**src/rtl/tdm_mux4x1_if.sv**
```systemverilog
// Lane-side and stream-side signals of the 4-to-1 TDM multiplexer.
// slave = the mux, master = the environment driving lanes and sinking output.
interface tdm_mux4x1_if #(
  parameter int WIDTH = 8
);
  logic [4*WIDTH-1:0] in_data;
  logic [3:0]         in_valid;
  logic [3:0]         in_ready;
  logic [WIDTH-1:0]   out_data;
  logic [1:0]         out_sel;
  logic               out_valid;
  logic               out_ready;

  modport slave (
    input  in_data,
    input  in_valid,
    output in_ready,
    output out_data,
    output out_sel,
    output out_valid,
    input  out_ready
  );

  modport master (
    output in_data,
    output in_valid,
    input  in_ready,
    input  out_data,
    input  out_sel,
    input  out_valid,
    output out_ready
  );
endinterface

```
**src/rtl/tdm_mux4x1.sv**
```systemverilog
// Round-robin 4-to-1 TDM mux with a single registered output word.
// out_sel tags each word with its source lane for a downstream demux.
module tdm_mux4x1 #(
  parameter int WIDTH = 8
) (
  input  logic           clk,
  input  logic           rst,
  tdm_mux4x1_if.slave    bus
);

  logic [WIDTH-1:0] out_data_q, out_data_d;
  logic [1:0]       out_sel_q, out_sel_d;
  logic             out_valid_q, out_valid_d;
  logic [1:0]       ptr_q, ptr_d;

  logic       load;
  logic       gnt_vld;
  logic [1:0] gnt_idx;
  logic [1:0] idx;

  assign load = !out_valid_q || bus.out_ready;

  // Walk from the farthest lane back to ptr so the closest valid lane wins.
  always_comb begin
    gnt_vld = 1'b0;
    gnt_idx = 2'd0;
    idx     = 2'd0;
    for (int i = 3; i >= 0; i--) begin
      idx = ptr_q + 2'(i);
      if (bus.in_valid[idx]) begin
        gnt_vld = 1'b1;
        gnt_idx = idx;
      end
    end
  end

  always_comb begin
    bus.in_ready = 4'b0000;
    if (!rst && load && gnt_vld)
      bus.in_ready = 4'b0001 << gnt_idx;
  end

  always_comb begin
    out_data_d  = out_data_q;
    out_sel_d   = out_sel_q;
    out_valid_d = out_valid_q;
    ptr_d       = ptr_q;
    if (load) begin
      if (gnt_vld) begin
        out_data_d  = bus.in_data[gnt_idx*WIDTH +: WIDTH];
        out_sel_d   = gnt_idx;
        out_valid_d = 1'b1;
        ptr_d       = gnt_idx + 2'd1;
      end else begin
        out_valid_d = 1'b0;
      end
    end
  end

  always_ff @(posedge clk or posedge rst) begin
    if (rst) begin
      out_data_q  <= '0;
      out_sel_q   <= 2'd0;
      out_valid_q <= 1'b0;
      ptr_q       <= 2'd0;
    end else begin
      out_data_q  <= out_data_d;
      out_sel_q   <= out_sel_d;
      out_valid_q <= out_valid_d;
      ptr_q       <= ptr_d;
    end
  end

  assign bus.out_data  = out_data_q;
  assign bus.out_sel   = out_sel_q;
  assign bus.out_valid = out_valid_q;

endmodule

```
**src/flat_wrapper.sv**
```systemverilog
// flat-port wrapper written by rule: the top's interface ports become plain ports
module tdm_mux4x1_flat 
#(
  parameter int WIDTH = 8
)
  (clk, rst, bus_in_data, bus_in_valid, bus_in_ready, bus_out_data, bus_out_sel, bus_out_valid, bus_out_ready);
  tdm_mux4x1_if #(.WIDTH(WIDTH)) bus_i ();
  input  logic clk;
  input  logic rst;
  input wire logic [$bits(bus_i.in_data)-1:0] bus_in_data;
  input wire logic [$bits(bus_i.in_valid)-1:0] bus_in_valid;
  output wire logic [$bits(bus_i.in_ready)-1:0] bus_in_ready;
  output wire logic [$bits(bus_i.out_data)-1:0] bus_out_data;
  output wire logic [$bits(bus_i.out_sel)-1:0] bus_out_sel;
  output wire logic [$bits(bus_i.out_valid)-1:0] bus_out_valid;
  input wire logic [$bits(bus_i.out_ready)-1:0] bus_out_ready;
  assign bus_i.in_data = bus_in_data;
  assign bus_i.in_valid = bus_in_valid;
  assign bus_in_ready = bus_i.in_ready;
  assign bus_out_data = bus_i.out_data;
  assign bus_out_sel = bus_i.out_sel;
  assign bus_out_valid = bus_i.out_valid;
  assign bus_i.out_ready = bus_out_ready;
  tdm_mux4x1 #(.WIDTH(WIDTH)) u_core (.clk(clk), .rst(rst), .bus(bus_i));
endmodule
```
**config.mk**
```make
export PLATFORM = sky130hd
export DESIGN_NAME = tdm_mux4x1_flat
export DESIGN_NICKNAME = d
export VERILOG_FILES = /design/src/rtl/tdm_mux4x1_if.sv /design/src/rtl/tdm_mux4x1.sv /design/src/flat_wrapper.sv
export SDC_FILE = /design/constraint.sdc
export NUM_CORES = 1
export LEC_CHECK = 0
export ABC_AREA = 1
export ABC_CLOCK_PERIOD_IN_PS = 3000
export CELL_PAD_IN_SITES_DETAIL_PLACEMENT = 0
export CELL_PAD_IN_SITES_GLOBAL_PLACEMENT = 1
export CORE_ASPECT_RATIO = 2
export CORE_MARGIN = 2
export CORE_UTILIZATION = 30
export DETAILED_ROUTE_END_ITERATION = 10
export PLACE_DENSITY = 0.95
export SYNTH_ARGS = -nofsm -noshare
export SYNTH_HDL_FRONTEND = slang
export SYNTH_SLANG_ARGS = --single-unit
```
**constraint.sdc**
```tcl
create_clock -name clk -period 3 [get_ports clk]
set_input_delay 0.45 -clock clk [delete_from_list [all_inputs] [get_ports clk]]
set_output_delay 0.45 -clock clk [all_outputs]
set_load 0.02 [all_outputs]
```
==> summary.md, run 1 <==
| Metric | Value |
|---|---|
| Post-DP HPWL | `2790 um` |
| YS warnings | `0` |
| Clock skew | `0.00631 ns` |
| Area grow syn2layout | `52.6%` |
| Library cells used by synthesis | `22` |
| # setup viols final | `0` |
| Max IR drop VDD | `633 uV` |
| Max Root-Sink Buffers | `2` |
| Final wirelength | `3440 um` |
| Bufs and invs on worst path | `5` |
| # fillers | `433` |
| Share of cells above drive strength 1 | `19.3%` |
| CP endpoint kind | `primary output` |
| Status | `finished, final reports clean` |
| Number of global-route vias before repair | `1320` |
| Slew HR | `80.8%` |
| # DRC | `0` |
| Mapped cell area | `1220 um2` |
| Top delay family on crit path | `buffers and inverters` |
| CTS tree | `yes` |
| Startpoint types | `primary input` |
| Overall global routing resource usage | `15.6%` |
| Post-CTS setup buffer count | `0` |
| CP peak stage delay | `0.50 ns` |
| Utilization after layout | `48.1%` |
| Vias | `1342` |
| Initial DRT Pass Iterations | `4` |
| Post-layout min period | `2.66 ns` |
| Initial antenna violation count | `0` |
| Global-route wire length before repair | `5640 um` |
| Port Buffers | `53` |
| Slew at the pin with the worst max-slew slack | `0.288 ns` |
| Die Y-Extent | `94.3 um` |
| Fin. max-slew vios | `0` |
| Ports | `54` |
| Initial Utilization | `31.5%` |
| Row count | `32` |
| GRT overflow | `0` |
| R2R Setup Slk | `1.06 ns` |
| Hold Vio Cnt, Final | `0` |
| H-tree Lvls | `1` |
| Final #Nets | `289` |
| WL per Instance | `11.5 um` |
| Die Area | `4640 um2` |
| Leak Pwr | `1.01 nW` |
| Clk root buf | `clkbuf_8` |
| Final TNS setup | `0 ns` |
| Core area | `3880 um2` |
| Final Cycle Share | `88.5%` |
| Post-Syn Instances | `191` |
| Antenna cells | `0` |
| Critical path required time | `2.55 ns` |
| Routability cong. | `0.778` |
| Routed vias/inst | `4.47` |
| Critical Path AT | `2.21 ns` |
| RSZ-0062 raised after global routing | `false` |
| CP max-delay cell | `clkdlybuf4s50_1` |
| Largest net degree at the start of global routing | `18` |
| Seq/Total Area, Yosys | `26.6%` |
| CTS Sinks | `13` |
| Total chip power | `0.00239 W` |
| Avg Cell Area, Syn | `6.41 um2` |
| Drt first-iter violations | `13` |
| CP Max Fanout | `4` |
| Clk Latency, worst-skew pair | `0.24 ns` |
| Flops & latches, synth | `13` |
| Max Cap Viol | `0` |
| Antenna viol nets, final | `0` |
| Power Dens Cells | `1280 nW/um2` |
| Crit-path cells | `clkdlybuf4s50_1, inv_1, nand2_1, nand3_1, nand2_1, inv_2, o21ai_2, nand2_4, nand2_4, inv_2, nor3_1, dlygate4sd2_1` |
| Max Freq | `377 MHz` |
| CTS clk-pin slew, worst paths | `0.06 ns` |
| Syn_nets | `230` |
| Die W | `49.2 um` |
| Crit path kind | `primary input to primary output` |
| Cts bufs inserted | `3` |
| Worst hold path class | `flip-flop to flip-flop` |
[flip-flops by register name (all words and copies together) (netlist names)]
| signal | cells |
|---|---|
| u_core.bus.out_data | 8 |
| u_core.bus.out_sel | 2 |
| u_core.bus.out_valid | 1 |
| u_core.ptr_q | 2 |
[layout by cell type, fill, tap and decap left out, types with 8 or more instances in the layout]
| master | n |
|---|---|
| inv_1 | 15 |
| nand3_1 | 21 |
| nand3b_1 | 8 |
| nand2_2 | 19 |
| clkdlybuf4s50_1 | 49 |
| dfrtp_1 | 12 |
| nand2_1 | 76 |
| buf_4 | 9 |
| nor2_1 | 8 |
[repair_timing]
| item | in CTS | in global routing |
|---|---|---|
| hold buffers | 0 | 0 |
| setup endpoints to repair | 1 | 3 |
| resized for setup | 2 | 4 |
[layout make-up]
cell class | instances | area [um2] | share of cell area [%]
multi-input cells | 148 | 723 | 38.7
repair buffers | 62 | 604 | 32.4
flip-flops and latches | 13 | 327 | 17.5
inverters | 22 | 104 | 5.56
well taps | 51 | 63.8 | 3.42
clock buffers | 4 | 45.0 | 2.41
[report_power, final]
group / total, W / switching [W] / internal (W)
sequential: 0.000364 / 0.0000875 / 0.000277
combinational: 0.00188 / 0.00110 / 0.000772
clock: 0.000153 / 0.0000592 / 0.0000935
total: 0.00239 / 0.00125 / 0.00114
[cell usage after synthesis (all sizes together)]
| master | number | area (um2) |
|---|---|---|
| buf | 8 | 75.1 |
| nor3 | 3 | 15.0 |
| nand3 | 21 | 105 |
| dfrtp | 13 | 325 |
| bufinv | 1 | 17.5 |
| o21bai | 1 | 7.51 |
| nand2 | 100 | 460 |
| nand3b | 8 | 60.1 |
| inv | 21 | 86.3 |
| o21ai | 4 | 23.8 |
| a21oi | 1 | 5.00 |
| nor2 | 10 | 42.5 |
[layer usage]
metal,vias to the layer above,track usage (%),part of all wire [%],wire (um)
met5,-,0,0,0
met1,600,15.4,35,1210
met3,6,1.11,2.6,89
li1,698,-,-,-
met4,0,6.67,2.5,85
met2,38,31.8,60,2060
[per-stage QoR]
step / hold WS (ns) / std cells / setup WS [ns] / area (um2)
final: 0.478 / 300 / 0.344 / 1870
after CTS: 0.484 / 300 / 0.0826 / 1860
after global placement: 0.468 / 296 / 0.0537 / 1810
after floorplan: 0.335 / 191 / 0.746 / 1220
after global routing: 0.508 / 300 / 0.217 / 1870
after detailed placement: 0.469 / 296 / -0.0200 / 1810
[worst min-delay path, stage by stage (launching register included)]
cell	delay (ns)
dfrtp_1	0.34
nand2_1	0.05
nand2_1	0.05
[path summary, 6_finish.rpt]
kind / endpoint / from / depth (start not counted)
min in group asynchronous: u_core.bus.out_valid / rst / 3
min: u_core.bus.out_data[0] / u_core.bus.out_data[0] / 2
max reg2reg: u_core.bus.out_data[4] / u_core.ptr_q[0] / 14
min reg2reg: u_core.bus.out_data[0] / u_core.bus.out_data[0] / 2
max: bus_in_ready[1] / bus_in_valid[1] / 12
max in group asynchronous: u_core.ptr_q[0] / rst / 3
[cell families after synthesis]
logic type	share of synthesized area, %
and+or+nand+nor	55.8
buffers and inverters	14.6
DFF	26.6
AOI/OAI and AO/OA	2.96
No activity file was read; power rests on OpenSTA's default activity.
==> run 2, diff against run 1 <==
ABC_CLOCK_PERIOD_IN_PS = default   (was 3000)
==> results of run 2 <==
Final layout, timing and power as in run 1 (identical DEF).
